[config.mk]
export PLATFORM = sky130hd
export DESIGN_NAME = ps2_scan_decoder
export DESIGN_NICKNAME = d
export VERILOG_FILES = /design/src/rtl/ps2_pkg.sv /design/src/rtl/ps2_event_fifo.sv /design/src/rtl/ps2_scan_decoder.sv
export SDC_FILE = /design/constraint.sdc
export NUM_CORES = 1
export LEC_CHECK = 0
export ABC_AREA = 1
export CAP_MARGIN = 10
export CELL_PAD_IN_SITES_DETAIL_PLACEMENT = 0
export CELL_PAD_IN_SITES_GLOBAL_PLACEMENT = 1
export CORE_MARGIN = 3
export CORE_UTILIZATION = 40
export DETAILED_ROUTE_END_ITERATION = 6
export PLACE_DENSITY = 0.78
export SYNTH_ARGS = -nofsm -noshare
export SYNTH_HDL_FRONTEND = slang
export SYNTH_HIERARCHICAL = 1
export SYNTH_SLANG_ARGS = --single-unit
export TNS_END_PERCENT = 5
[constraint.sdc]
create_clock -name clk -period 2.6 [get_ports clk]
set_input_delay 0.52 -clock clk [delete_from_list [all_inputs] [get_ports clk]]
set_output_delay 0.52 -clock clk [all_outputs]
set_load 0.03 [all_outputs]
[src/rtl/ps2_pkg.sv]
// Shared constants, event layout and FSM encoding for the PS/2 Set-2 scan decoder.
package ps2_pkg;

   localparam logic [7:0] PS2_PFX_EXT    = 8'hE0;
   localparam logic [7:0] PS2_PFX_BRK    = 8'hF0;
   localparam logic [7:0] PS2_PFX_PAUSE  = 8'hE1;
   localparam logic [7:0] PS2_FAKE_SHIFT = 8'h12;
   localparam logic [7:0] PS2_PAUSE_CODE = 8'h77;

   // Bytes of the E1 Pause sequence that follow the E1 prefix itself.
   localparam logic [2:0] PS2_PAUSE_TAIL = 3'd7;

   localparam int PS2_EVT_W = 11;

   typedef struct packed {
      logic       pause;
      logic       brk;
      logic       ext;
      logic [7:0] code;
   } ps2_event_t;

   typedef enum logic [2:0] {
      ST_IDLE,
      ST_EXT,
      ST_BRK,
      ST_EXT_BRK,
      ST_SKIP
   } ps2_state_t;

   // Keyboard housekeeping replies (ACK, BAT result, echo, errors) never become key events.
   function automatic logic ps2_is_filtered(input logic [7:0] b);
      case (b)
         8'h00, 8'hAA, 8'hEE, 8'hFA, 8'hFC, 8'hFD, 8'hFE, 8'hFF: return 1'b1;
         default: return 1'b0;
      endcase
   endfunction

endpackage

[src/rtl/ps2_event_fifo.sv]
// Small synchronous event FIFO; a push is accepted when full only if a pop happens in the same cycle.
module ps2_event_fifo
   import ps2_pkg::*;
#(
   parameter int FIFO_DEPTH = 4
) (
   input  logic                 clk,
   input  logic                 reset_n,
   input  logic                 push,
   input  logic [PS2_EVT_W-1:0] push_data,
   output logic                 full,
   input  logic                 pop,
   output logic                 empty,
   output logic [PS2_EVT_W-1:0] head
);

   localparam int PTR_W = (FIFO_DEPTH > 1) ? $clog2(FIFO_DEPTH) : 1;

   logic [PS2_EVT_W-1:0] mem [FIFO_DEPTH];
   logic [PTR_W-1:0]     wr_ptr;
   logic [PTR_W-1:0]     rd_ptr;
   logic [PTR_W:0]       count;
   logic                 do_push;
   logic                 do_pop;

   assign empty   = (count == '0);
   assign full    = (count == (PTR_W+1)'(FIFO_DEPTH));
   assign do_pop  = pop && !empty;
   assign do_push = push && (!full || do_pop);
   assign head    = empty ? '0 : mem[rd_ptr];

   always_ff @(posedge clk) begin
      if (!reset_n) begin
         wr_ptr <= '0;
         rd_ptr <= '0;
         count  <= '0;
      end else begin
         if (do_push) wr_ptr <= wr_ptr + 1'b1;
         if (do_pop)  rd_ptr <= rd_ptr + 1'b1;
         count <= count + (PTR_W+1)'(do_push) - (PTR_W+1)'(do_pop);
      end
   end

   always_ff @(posedge clk) begin
      if (do_push) mem[wr_ptr] <= push_data;
   end

endmodule

[src/rtl/ps2_scan_decoder.sv]
// PS/2 Set-2 prefix parser feeding an event FIFO with valid/ready output.
// Define PS2_DEC_TIMEOUT_EN to abandon a stalled prefix after TIMEOUT_CYCLES idle cycles.
module ps2_scan_decoder
   import ps2_pkg::*;
#(
   parameter int FIFO_DEPTH     = 4,
   parameter int TIMEOUT_CYCLES = 50_000_000
) (
   input  logic       clk,
   input  logic       reset_n,
   input  logic       received,
   input  logic [7:0] scan_code,
   output logic       event_valid,
   input  logic       event_ready,
   output logic [7:0] event_code,
   output logic       event_ext,
   output logic       event_break,
   output logic       event_pause,
   output logic       overflow,
   input  logic       overflow_clr
);

   if (FIFO_DEPTH < 2 || (FIFO_DEPTH & (FIFO_DEPTH - 1)) != 0 || TIMEOUT_CYCLES < 1) begin : g_bad_cfg
      $error("ps2_scan_decoder: FIFO_DEPTH must be a power of two >= 2 and TIMEOUT_CYCLES >= 1");
   end

   ps2_state_t           state;
   ps2_state_t           state_nxt;
   logic [2:0]           skip_cnt;
   logic [2:0]           skip_nxt;
   logic                 push;
   ps2_event_t           push_evt;
   logic                 full;
   logic                 empty;
   logic [PS2_EVT_W-1:0] head_bits;
   ps2_event_t           head;
   logic                 timeout_hit;

`ifdef PS2_DEC_TIMEOUT_EN
   localparam int TO_W = $clog2(TIMEOUT_CYCLES + 1);
   logic [TO_W-1:0] to_cnt;

   assign timeout_hit = (state != ST_IDLE) && (to_cnt == TO_W'(TIMEOUT_CYCLES - 1));

   always_ff @(posedge clk) begin
      if (!reset_n || received || state == ST_IDLE || timeout_hit) to_cnt <= '0;
      else                                                         to_cnt <= to_cnt + 1'b1;
   end
`else
   assign timeout_hit = 1'b0;
`endif

   always_ff @(posedge clk) begin
      if (!reset_n) begin
         state    <= ST_IDLE;
         skip_cnt <= '0;
      end else begin
         state    <= state_nxt;
         skip_cnt <= skip_nxt;
      end
   end

   always_comb begin
      state_nxt = state;
      skip_nxt  = skip_cnt;
      push      = 1'b0;
      push_evt  = '{pause: 1'b0, brk: 1'b0, ext: 1'b0, code: scan_code};
      if (received) begin
         case (state)
            ST_IDLE: begin
               if (scan_code == PS2_PFX_EXT)        state_nxt = ST_EXT;
               else if (scan_code == PS2_PFX_BRK)   state_nxt = ST_BRK;
               else if (scan_code == PS2_PFX_PAUSE) begin
                  state_nxt = ST_SKIP;
                  skip_nxt  = PS2_PAUSE_TAIL;
               end else if (!ps2_is_filtered(scan_code)) push = 1'b1;
            end
            ST_EXT: begin
               if (scan_code == PS2_PFX_BRK)        state_nxt = ST_EXT_BRK;
               else if (scan_code != PS2_PFX_EXT) begin
                  state_nxt    = ST_IDLE;
                  push         = (scan_code != PS2_FAKE_SHIFT);
                  push_evt.ext = 1'b1;
               end
            end
            ST_BRK: begin
               state_nxt    = ST_IDLE;
               push         = (scan_code != PS2_PFX_EXT) && (scan_code != PS2_PFX_BRK);
               push_evt.brk = 1'b1;
            end
            ST_EXT_BRK: begin
               // A repeated prefix here is a protocol error, dropped like the fake shift.
               state_nxt    = ST_IDLE;
               push         = (scan_code != PS2_FAKE_SHIFT) && (scan_code != PS2_PFX_EXT)
                              && (scan_code != PS2_PFX_BRK);
               push_evt.ext = 1'b1;
               push_evt.brk = 1'b1;
            end
            ST_SKIP: begin
               if (skip_cnt == 3'd1) begin
                  state_nxt = ST_IDLE;
                  push      = 1'b1;
                  push_evt  = '{pause: 1'b1, brk: 1'b0, ext: 1'b0, code: PS2_PAUSE_CODE};
               end
               skip_nxt = skip_cnt - 3'd1;
            end
            default: state_nxt = ST_IDLE;
         endcase
      end else if (timeout_hit) begin
         state_nxt = ST_IDLE;
      end
   end

   ps2_event_fifo #(.FIFO_DEPTH(FIFO_DEPTH)) u_fifo (
      .clk       (clk),
      .reset_n   (reset_n),
      .push      (push),
      .push_data (push_evt),
      .full      (full),
      .pop       (event_ready),
      .empty     (empty),
      .head      (head_bits)
   );

   // Set wins over clear so a drop in the clearing cycle is never lost.
   always_ff @(posedge clk) begin
      if (!reset_n)                        overflow <= 1'b0;
      else if (push && full && !event_ready) overflow <= 1'b1;
      else if (overflow_clr)               overflow <= 1'b0;
   end

   assign head        = ps2_event_t'(head_bits);
   assign event_valid = !empty;
   assign event_code  = head.code;
   assign event_ext   = head.ext;
   assign event_break = head.brk;
   assign event_pause = head.pause;

endmodule

==> results.cfg, run 1 <==
[synthesis]
avgSynthCellArea_sq_um = 9.23
synth_area_leaders = edfxtp_1, dfxtp_1, nor2_1, nand2_1, inv_1
synthCells = 318
muxShareOfSynthArea = 0
yosysSeqAreaShare = 0.559
yosys.area.top_type = edfxtp_1
synth_cell_types = 32
synth-async-reset-ratio = 0
synth_nets = 339
ys.flop_type = edfxtp_1
yosys.area_share.simple = 0.216
yosysTopAreaCellShare = 0.450
syn_area_sq_mm = 0.00293
synth-seq-cells = 60
yosysWarnings = 6
synth_edf_count = 44
synth_fa_ha_area_frac = 0.0367
synth_xor_area_frac = 0.00597
synth_top_family_by_area = simple AND/OR/NAND/NOR gates
synth_compound_area_frac = 0.110

[final_layout]
final_util = 0.535
layout.nets = 395
antenna_cells = 0
drive_gt1_frac = 0.211
area_delta_synth_final_pct = 26.6
fillers = 662
final_cell_mix = nor2_1, nand2_1, edfxtp_1, inv_1, buf_4
multi_input_area_sq_mm = 0.00110
ff_latch_area_sq_mm = 0.00164
layout_commonest_cell = nor2_1

[timing]
rsz0062_at_grt = no
finalHoldViolCount = 0
finalCriticalPeriod_ps = 2490
timing.slew.headroom = 0.611
fin_skew_ps = 6.43
slew_viol_final = 0
fmaxAchievable_mhz = 401
setup_viol = 0
worst_pin_slew_ps = 580
min_period_over_period = 0.958
fin_tns_setup_ps = 0

[floorplan]
die_h_um = 91.6
core_area_sq_mm = 0.00694
rows = 30
fp.dieW_um = 91.6
ios = 26
die-area_sq_mm = 0.00840
start_util = 0.423

[worst_setup_path]
cp-end-kind = output pin
path_cells = buf_4 -> nor2_1 -> nor2_1 -> o21ai_1 -> a21oi_2 -> clkdlybuf4s50_1
critPathTopFamily = buffers and inverters
slowest_stage = clkdlybuf4s50_1
worst_ep_arrival_time_ps = 1970
crit_path_max_incr_delay_ps = 680
r2r-end = u_fifo/count[2]
crit_required_ps = 2080
critical_path.most_common_cell = nor2_1
startpoint_type = register
path_class = register to output pin
worstReg2RegStart = state[0]
critPathMaxFanout = 13
worst_r2r_path_depth = 15
rrSetupSlack_ps = 310
path_buf_inv = 2

[clocking]
postCtsHoldBufs = 0
clkSinkCount = 60
clk_pin_slew_worst_paths_ps = 70
clk_latency_ps = 330
cts-root-buf = clkbuf_8
cts_htree_levels = 3
clock_path_buffers = 2
cts_tree = yes
post_cts_buffers = 0
cts_buffers = 9

[hold_path]
whs_endpoint = overflow
worstHoldPathCells = 2
min_from = overflow
holdCritPathClass = register to register

[power_and_ir_drop]
pwr-share-comb = 0.398
p_int_mw = 2.24
seqPwrFrac = 0.351
vdd_drop_max_mv = 0.328
swShare = 0.365
power.leakage_nw = 1.58
powerDensity_mw_per_mm2 = 948
pwr-share-clk = 0.251
total_power_mw = 3.52
power_switching_mw = 1.28

[drt]
vias = 2152
postRouteAntennaNets = 0
routed_wl_um = 5760
first_iter_violations = 71
viasPerCell = 4.53
post_drt_wl_per_cell_um = 12.1
first_pass_iters = 4
drc_errors = 0

[place]
dp_hpwl_um = 4300
portBuffers = 25
gp_congestion = 0.856

[flow_run]
cap_viol_max_count = 0

[run_status]
status = complete, no violations

[global_routing]
antenna_found_initial = 0
grt_pass1_vias = 2075
grt_pass1_wl_um = 9690
grt_usage = 0.149
overflow = 0
grt_max_degree = 23
worst reg2reg max path: stages (launching register included):
cell and delay, ps:
dfxtp_1 370, nor2_4 180, inv_2 70, nor2_4 110, nand2_2 70, nor2_1 90
nand2_1 50, nand2_1 50, nand2_1 80, a21oi_2 180, or2_1 140, nand2_1 60
ha_1 180, fa_1 370, xor2_1 140, nor2_1 50
cells in the mapped netlist (2+ instances only):
library cell and n:
nand2_2 3, o21ai_1 22, a21oi_2 10, inv_2 8, ha_1 7, buf_2 3, nor2_4 4, nand3_2 2
a21oi_1 10, o21ai_0 3, nor3_1 2, nand3_1 15, dfxtp_1 16, buf_6 2, nand2_1 49, inv_1 35
nor2_1 67, edfxtp_1 44, o21ai_2 2, a221oi_1 2
flip-flops by register name, summed over array words and instances, names as in the netlist, named ones only:
signal,flops
u_fifo/mem,44
skip_cnt,3
u_fifo/count,3
u_fifo/rd_ptr,2
u_fifo/wr_ptr,2
state,3
overflow,1
cell type report:
class                           instances  share of cell area
Sequential cell                        60               0.442
Multi-Input combinational cell        208               0.296
Timing Repair Buffer                   52               0.128
Inverter                               43              0.0434
Clock buffer                            9              0.0333
Tap cell                               96              0.0323
Clock inverter                          7              0.0246
timing repair:
action,CTS,global route
gates resized for setup,1,16
pin swaps,0,5
setup endpoints to repair,1,37
logic make-up after synthesis:
| logic type | Yosys count |
|---|---|
| simple gates | 146 |
| flops | 60 |
| compound gates | 52 |
| buf+inv | 50 |
| fa+ha+maj | 8 |
| xor+xnor | 2 |
worst max path at each step:
stage                 endpoint  slack (ps)  cells past startpoint
4_1_cts        u_fifo/count[2]          30                     17
3_5_place_dp   u_fifo/count[2]        -380                     17
6_report         event_code[4]         110                      6
5_1_grt              event_ext         0.9                      6
3_3_place_gp   u_fifo/count[2]        -320                     17
2_1_floorplan  u_fifo/count[2]         140                     16
metrics by stage:
| stage | instances | setup WS, ps | hold slack, ps | instance area [sq um] |
|---|---|---|---|---|
| after floorplan | 318 | 135 | 464 | 2930 |
| after global placement | 459 | -322 | 476 | 3460 |
| after detailed placement | 459 | -375 | 488 | 3460 |
| after CTS | 475 | 30.1 | 498 | 3680 |
| after global routing | 475 | 0.864 | 537 | 3710 |
| final | 475 | 108 | 490 | 3710 |
power by group through the flow:
stage	Sequential (mW)	Combinational [mW]	Clock, mW
floorplan	1.25	0.960	0
global placement	1.25	1.41	0
detailed placement	1.26	1.42	0
CTS	1.23	1.43	0.901
global route	1.25	1.54	0.951
finish	1.23	1.40	0.885
routing by layer:
| layer | vias to the layer above | global-route usage | share of wire |
|---|---|---|---|
| met4 | 0 | 0.0716 | 0.011 |
| li1 | 1156 | - | - |
| met5 | - | 0 | 0 |
| met1 | 957 | 0.187 | 0.46 |
| met2 | 33 | 0.246 | 0.49 |
| met3 | 6 | 0.0271 | 0.041 |
No activity file was read; power rests on OpenSTA's default activity.
==> run 2, diff against run 1 <==
- CAP_MARGIN: 10 -> unset
- CTS_CLUSTER_SIZE: unset -> 30
- TNS_END_PERCENT: 5 -> 1
==> results of run 2 <==
Same layout as run 1: the final DEF is identical, and so are final timing and power.
